===== config.mk =====
export PLATFORM = sky130hd
export DESIGN_NAME = mem_wb_stage
export DESIGN_NICKNAME = d
export VERILOG_FILES = /design/src/rtl/mem_wb_stage_pkg.sv /design/src/rtl/mem_wb_stage_load_align.sv /design/src/rtl/mem_wb_stage.sv
export SDC_FILE = /design/constraint.sdc
export NUM_CORES = 1
export LEC_CHECK = 0
export CAP_MARGIN = 15
export CORE_MARGIN = 2
export CORE_UTILIZATION = 43
export CTS_BUF_LIST = sky130_fd_sc_hd__clkbuf_8
export CTS_CLUSTER_DIAMETER = 30
export DETAILED_ROUTE_END_ITERATION = 12
export MAX_ROUTING_LAYER = met4
export PLACE_DENSITY = 0.83
export SETUP_SLACK_MARGIN = 0.05
export SYNTH_ARGS = -nofsm -noshare
export SYNTH_HDL_FRONTEND = slang
export SYNTH_SLANG_ARGS = --single-unit
export TNS_END_PERCENT = 1

===== constraint.sdc =====
create_clock -name clk -period 7.55 [get_ports clk]
set_input_delay 1.51 -clock clk [delete_from_list [all_inputs] [get_ports clk]]
set_output_delay 1.51 -clock clk [all_outputs]
set_load 0.005 [all_outputs]

===== src/rtl/mem_wb_stage_pkg.sv =====
// Shared definitions for the MEM/WB stage: load size codes, writeback-mux
// select encodings and the stage FSM states.
package mem_wb_stage_pkg;

  localparam logic [2:0] F3_LB  = 3'b000;
  localparam logic [2:0] F3_LH  = 3'b001;
  localparam logic [2:0] F3_LW  = 3'b010;
  localparam logic [2:0] F3_LBU = 3'b100;
  localparam logic [2:0] F3_LHU = 3'b101;

  localparam logic [1:0] WB_SEL_ALU  = 2'd0;
  localparam logic [1:0] WB_SEL_LOAD = 2'd1;
  localparam logic [1:0] WB_SEL_PC4  = 2'd2;

  typedef enum logic [1:0] {
    ST_IDLE    = 2'd0,
    ST_WAIT_LD = 2'd1,
    ST_DRAIN   = 2'd2
  } state_e;

endpackage


===== src/rtl/mem_wb_stage_load_align.sv =====
// Combinational load extraction: picks the byte/halfword addressed by the
// low address bits out of a 32-bit memory word and sign/zero-extends it.
module mem_wb_stage_load_align
  import mem_wb_stage_pkg::*;
#(
  parameter int WIDTH = 32
) (
  input  logic [2:0]       i_funct3,
  input  logic [1:0]       i_offset,
  input  logic [WIDTH-1:0] i_rdata,
  output logic [WIDTH-1:0] o_data
);

  logic [7:0]  w_byte;
  logic [15:0] w_half;

  // Halfword select ignores offset[0]; misaligned halves never reach here.
  assign w_byte = i_rdata[{i_offset, 3'b000} +: 8];
  assign w_half = i_rdata[{i_offset[1], 4'b0000} +: 16];

  always_comb begin
    o_data = i_rdata;
    case (i_funct3)
      F3_LB:   o_data = {{(WIDTH-8){w_byte[7]}}, w_byte};
      F3_LBU:  o_data = {{(WIDTH-8){1'b0}}, w_byte};
      F3_LH:   o_data = {{(WIDTH-16){w_half[15]}}, w_half};
      F3_LHU:  o_data = {{(WIDTH-16){1'b0}}, w_half};
      default: o_data = i_rdata;
    endcase
  end

endmodule


===== src/rtl/mem_wb_stage.sv =====
// MEM/WB pipeline register: retires non-loads in one cycle, parks loads until
// the data-memory response, and discards responses of flushed loads.
module mem_wb_stage
  import mem_wb_stage_pkg::*;
#(
  parameter int WIDTH  = 32,
  parameter int REG_AW = 5
) (
  input  logic              clk,
  input  logic              rst_n,
  input  logic              flush,
  input  logic              in_valid,
  output logic              in_ready,
  input  logic [WIDTH-1:0]  in_alu_result,
  input  logic [WIDTH-1:0]  in_pc_plus4,
  input  logic [REG_AW-1:0] in_rd,
  input  logic              in_reg_write,
  input  logic [1:0]        in_wb_sel,
  input  logic              in_is_load,
  input  logic [2:0]        in_funct3,
  input  logic              dmem_rvalid,
  input  logic [WIDTH-1:0]  dmem_rdata,
  output logic              wb_valid,
  output logic [1:0]        wb_sel,
  output logic [WIDTH-1:0]  wb_alu,
  output logic [WIDTH-1:0]  wb_load,
  output logic [WIDTH-1:0]  wb_pc_plus4,
  output logic [REG_AW-1:0] wb_rd,
  output logic              wb_reg_write
);

  if (WIDTH != 32) begin : g_width_chk
    $error("mem_wb_stage: load alignment requires WIDTH == 32");
  end

  state_e r_state;
  state_e w_state_nxt;

  logic              w_accept;
  logic              w_acc_alu;
  logic              w_acc_load;
  logic              w_ld_done;
  logic [WIDTH-1:0]  w_ld_data;

  logic [WIDTH-1:0]  r_ld_alu;
  logic [WIDTH-1:0]  r_ld_pc4;
  logic [REG_AW-1:0] r_ld_rd;
  logic              r_ld_rw;
  logic [1:0]        r_ld_sel;
  logic [2:0]        r_ld_f3;

  assign in_ready   = rst_n & (r_state == ST_IDLE);
  assign w_accept   = in_valid & in_ready & ~flush;
  assign w_acc_alu  = w_accept & ~in_is_load;
  assign w_acc_load = w_accept & in_is_load;
  // A response arriving together with a flush belongs to a killed load.
  assign w_ld_done  = (r_state == ST_WAIT_LD) & dmem_rvalid & ~flush;

  always_comb begin
    w_state_nxt = r_state;
    case (r_state)
      ST_IDLE:    if (w_acc_load) w_state_nxt = ST_WAIT_LD;
      ST_WAIT_LD: begin
        if (dmem_rvalid)  w_state_nxt = ST_IDLE;
        else if (flush)   w_state_nxt = ST_DRAIN;
      end
      ST_DRAIN:   if (dmem_rvalid) w_state_nxt = ST_IDLE;
      default:    w_state_nxt = ST_IDLE;
    endcase
  end

  always_ff @(posedge clk) begin
    if (!rst_n) r_state <= ST_IDLE;
    else        r_state <= w_state_nxt;
  end

  // Load side-buffer: fields parked while the memory response is outstanding.
  always_ff @(posedge clk) begin
    if (w_acc_load) begin
      r_ld_alu <= in_alu_result;
      r_ld_pc4 <= in_pc_plus4;
      r_ld_rd  <= in_rd;
      r_ld_rw  <= in_reg_write & (in_rd != '0);
      r_ld_sel <= in_wb_sel;
      r_ld_f3  <= in_funct3;
    end
  end

  mem_wb_stage_load_align #(.WIDTH(WIDTH)) u_load_align (
    .i_funct3 (r_ld_f3),
    .i_offset (r_ld_alu[1:0]),
    .i_rdata  (dmem_rdata),
    .o_data   (w_ld_data)
  );

  always_ff @(posedge clk) begin
    if (!rst_n) begin
      wb_valid     <= 1'b0;
      wb_sel       <= '0;
      wb_alu       <= '0;
      wb_load      <= '0;
      wb_pc_plus4  <= '0;
      wb_rd        <= '0;
      wb_reg_write <= 1'b0;
    end else begin
      wb_valid <= w_acc_alu | w_ld_done;
      if (w_acc_alu) begin
        wb_sel       <= in_wb_sel;
        wb_alu       <= in_alu_result;
        wb_pc_plus4  <= in_pc_plus4;
        wb_rd        <= in_rd;
        wb_reg_write <= in_reg_write & (in_rd != '0);
      end else if (w_ld_done) begin
        wb_sel       <= r_ld_sel;
        wb_alu       <= r_ld_alu;
        wb_load      <= w_ld_data;
        wb_pc_plus4  <= r_ld_pc4;
        wb_rd        <= r_ld_rd;
        wb_reg_write <= r_ld_rw;
      end
    end
  end

  a_no_rvalid_in_idle : assert property (@(posedge clk) disable iff (!rst_n)
    !(dmem_rvalid && (r_state == ST_IDLE)));

endmodule


==> reports/metrics.yaml <==
power.switching_uw: 416.9
drt-wirelength-per-cell_um: 17.46
cts_tree: "yes"
io_buffers: 218
postPlaceCellArea_um2: 9273
crit_required_ps: 6040
yosys-top-cells-area: "edfxtp_1, dfxtp_1, a21oi_1"
clkSinkCount: 182
p_per_area_nw_per_um2: 187.1
synthAdderAreaFrac_pct: 0
synthMuxAreaShare_pct: 1.935
viasPerCell: 5.395
grt_max_degree: 59
p_total_mw: 1.802
synthXorXnorAreaFrac_pct: 0
fin_crit_ps: 5184
synth_edf_count: 75
post-route-period-util_pct: 68.67
synth_top_cell_area_share_pct: 32.26
crit_path_frequent_cell: "clkdlybuf4s50_1"
hpwl_um: 12360
critPathArrivalTime_ps: 3670
die_w_um: 131.4
cpMaxStageDelayCell: "clkdlybuf4s50_1"
postCtsSetupBuffers: 0
status: "completed"
finClkSkew_ps: 13.42
r2r_end: "wb_pc_plus4[21]"
combPwrFrac_pct: 8.4
grtUsageTotal_pct: 22.24
clk_path_buf_depth: 2
grt_remaining_overflow: 0
switching_share_pct: 23.13
dr.pass1.iters: 5
drv_cap: 0
drc: 0
rows: 46
design_area_um2: 9634
path_depth: 4
io_pins: 219
grt_pass1_wl_um: 29640
worstSetupStartpointType: "input pin"
vias: 5703
synth_compound_area_share_pct: 21.00
diodes: 0
async_reset_ff_share_pct: 0
ff2ff_path_depth: 5
synthesis.nets: 745
drv_slew: 0
worst_pin_slew_ps: 926.2
cts_buffers: 17
p_int_mw: 1.386
syn_inst: 632
setup_violations: 0
p_seq_share_pct: 58.3
clk_latency_ps: 460
avgSynthCellArea_um2: 11.05
drive_above_1_share_pct: 7.848
finalWeightedCongestion: 0.8756
dieArea_um2: 17270
max_slew_margin_pct: 38.26
max_freq_mhz: 192.9
synth-seq-area-share_pct: 62.94
antenna_found_initial: 0
root_buffer: "clkbuf_8"
critPathBufInv: 3
crit_fanout: 25
synth-seq-cells: 182
path_cells: "clkdlybuf4s50_1 > or3b_4 > inv_1 > clkdlybuf4s50_1"
nNetsFinal: 941
yosysTopAreaCell: "edfxtp_1"
drt_wl_total_um: 18460
crit_path_start: "rst_n"
r2r_start: "r_state[1]"
grt_pass1_vias: 5461
ys_dominant_reg_cell: "dfxtp_1"
tns_ps: 0
cts_hold_buf: 0
die_h_um: 131.4
hold_violations: 0
fillers: 1336
cts_resized: 0
synth_warnings: 0
ant_nets: 0
core_area_um2: 15890
clk_pin_slew_ps: 80
hold_ws_ps: 455.2
end_kind: "output pin"
slowest_delay_ps: 1010
netlist_area_um2: 6982
clkPwrFrac_pct: 33.3
drt_iter0_drc: 440
power.leakage_nw: 3.145
synth_cell_types: 41
start_util_pct: 43.95
synth_top_family_by_area: "compound AO/OA/AOI/OAI gates"
holdPathStages: 2
path_class: "in2out"
area_growth_pct: 37.99
htree_levels: 4
worstSetupEndpoint: "in_ready"
rsz0062_at_grt: "no"
crit_family: "buffers and inverters"
rrSetupSlack_ps: 4940
vdd_ir_drop_max_mv: 0.1150
hold_path_class: "reg2reg"
yosys.area_share.simple_pct: 10.23
==> worst register-to-register path, cell delays in order, from the launching register on <==
cell     delay, ps
dfxtp_1        380
or3b_4         470
nor3_4         690
buf_4          660
a22oi_1        180
a21oi_1        170
==> synth_stat cells (4+ instances only) <==
| library cell | number |
|---|---|
| a211oi_1 | 4 |
| nand3_1 | 6 |
| nand3b_1 | 7 |
| buf_2 | 10 |
| a21oi_2 | 9 |
| edfxtp_1 | 75 |
| buf_6 | 7 |
| a31oi_1 | 6 |
| inv_1 | 4 |
| a22oi_2 | 10 |
| mux2i_1 | 9 |
| dfxtp_1 | 107 |
| nand2b_1 | 6 |
| o21ai_0 | 31 |
| nor2_1 | 15 |
| clkbuf_1 | 34 |
| a21oi_1 | 92 |
| nand2_1 | 101 |
| a22oi_1 | 61 |
==> power groups by stage <==
stage	logic (mW)	registers [mW]	clock network [mW]
finish	0.152	1.05	0.600
floorplan	0.0478	1.07	0
global placement	0.150	1.07	0
detailed placement	0.152	1.07	0
global route	0.164	1.05	0.655
CTS	0.153	1.05	0.618
==> cell type report <==
| type | instances | area (µm²) | area share [%] |
|---|---|---|---|
| clock buffers | 17 | 234.0 | 2.429 |
| clock inverters | 15 | 116.4 | 1.208 |
| inverters | 4 | 15.01 | 0.1558 |
| multi-input cells | 395 | 2344 | 24.32 |
| flip-flops and latches | 182 | 4394 | 45.61 |
| well taps | 216 | 270.3 | 2.805 |
| repair buffers | 228 | 2261 | 23.47 |
==> layout by cell type, fill, tap and decap left out, drive strengths merged, types with 4 or more instances in the layout <==
cell type,n
a211oi,4
a21oi,101
a22oi,71
a31oi,6
buf,10
clkbuf,17
clkdlybuf4s50,218
clkinv,4
dfxtp,107
edfxtp,75
inv,11
mux2i,9
nand2,101
nand2b,6
nand3,6
nand3b,7
nor2,15
o21ai,32
==> kinds of logic (layout without fill, tap and decap cells) <==
kind of cell           count (synthesis)  after routing
AO/OA/AOI/OAI                        228            228
buffers and inverters                 55            264
flip-flops                           182            182
multiplexers                          12             12
AND/OR/NAND/NOR                      155            155
==> sequential cells by signal, summed over array words and instances, names as in the netlist <==
register / count
r_ld_sel: 2
wb_valid: 1
r_ld_rd: 5
r_ld_f3: 3
wb_load: 32
wb_sel: 2
wb_alu: 32
r_ld_rw: 1
wb_rd: 5
r_state: 2
r_ld_alu: 32
wb_pc_plus4: 32
wb_reg_write: 1
r_ld_pc4: 32
==> stage by stage <==
stage               std cells  setup WS, ps  util, %
floorplan                 632          2189        -
global placement         1024          2400    58.37
detailed placement       1024          2405    58.37
CTS                      1056          2403    60.58
global route             1057          2275    60.65
finish                   1057          2366    60.65
==> worst min path at each step <==
stage	start	endpoint	slack (ps)
global placement	wb_load[15]	wb_load[15]	440
floorplan	wb_load[15]	wb_load[15]	450
detailed placement	wb_sel[1]	wb_sel[1]	450
global route	wb_rd[4]	wb_rd[4]	480
CTS	wb_alu[2]	wb_alu[2]	460
finish	wb_alu[2]	wb_alu[2]	460
==> layer usage <==
metal,share of wire [%],GRT usage (%)
met5,0,-
met4,2.4,8.756
met3,6.9,6.173
met2,47,33.28
met1,44,28.74
(Power assumes the default switching activity.)
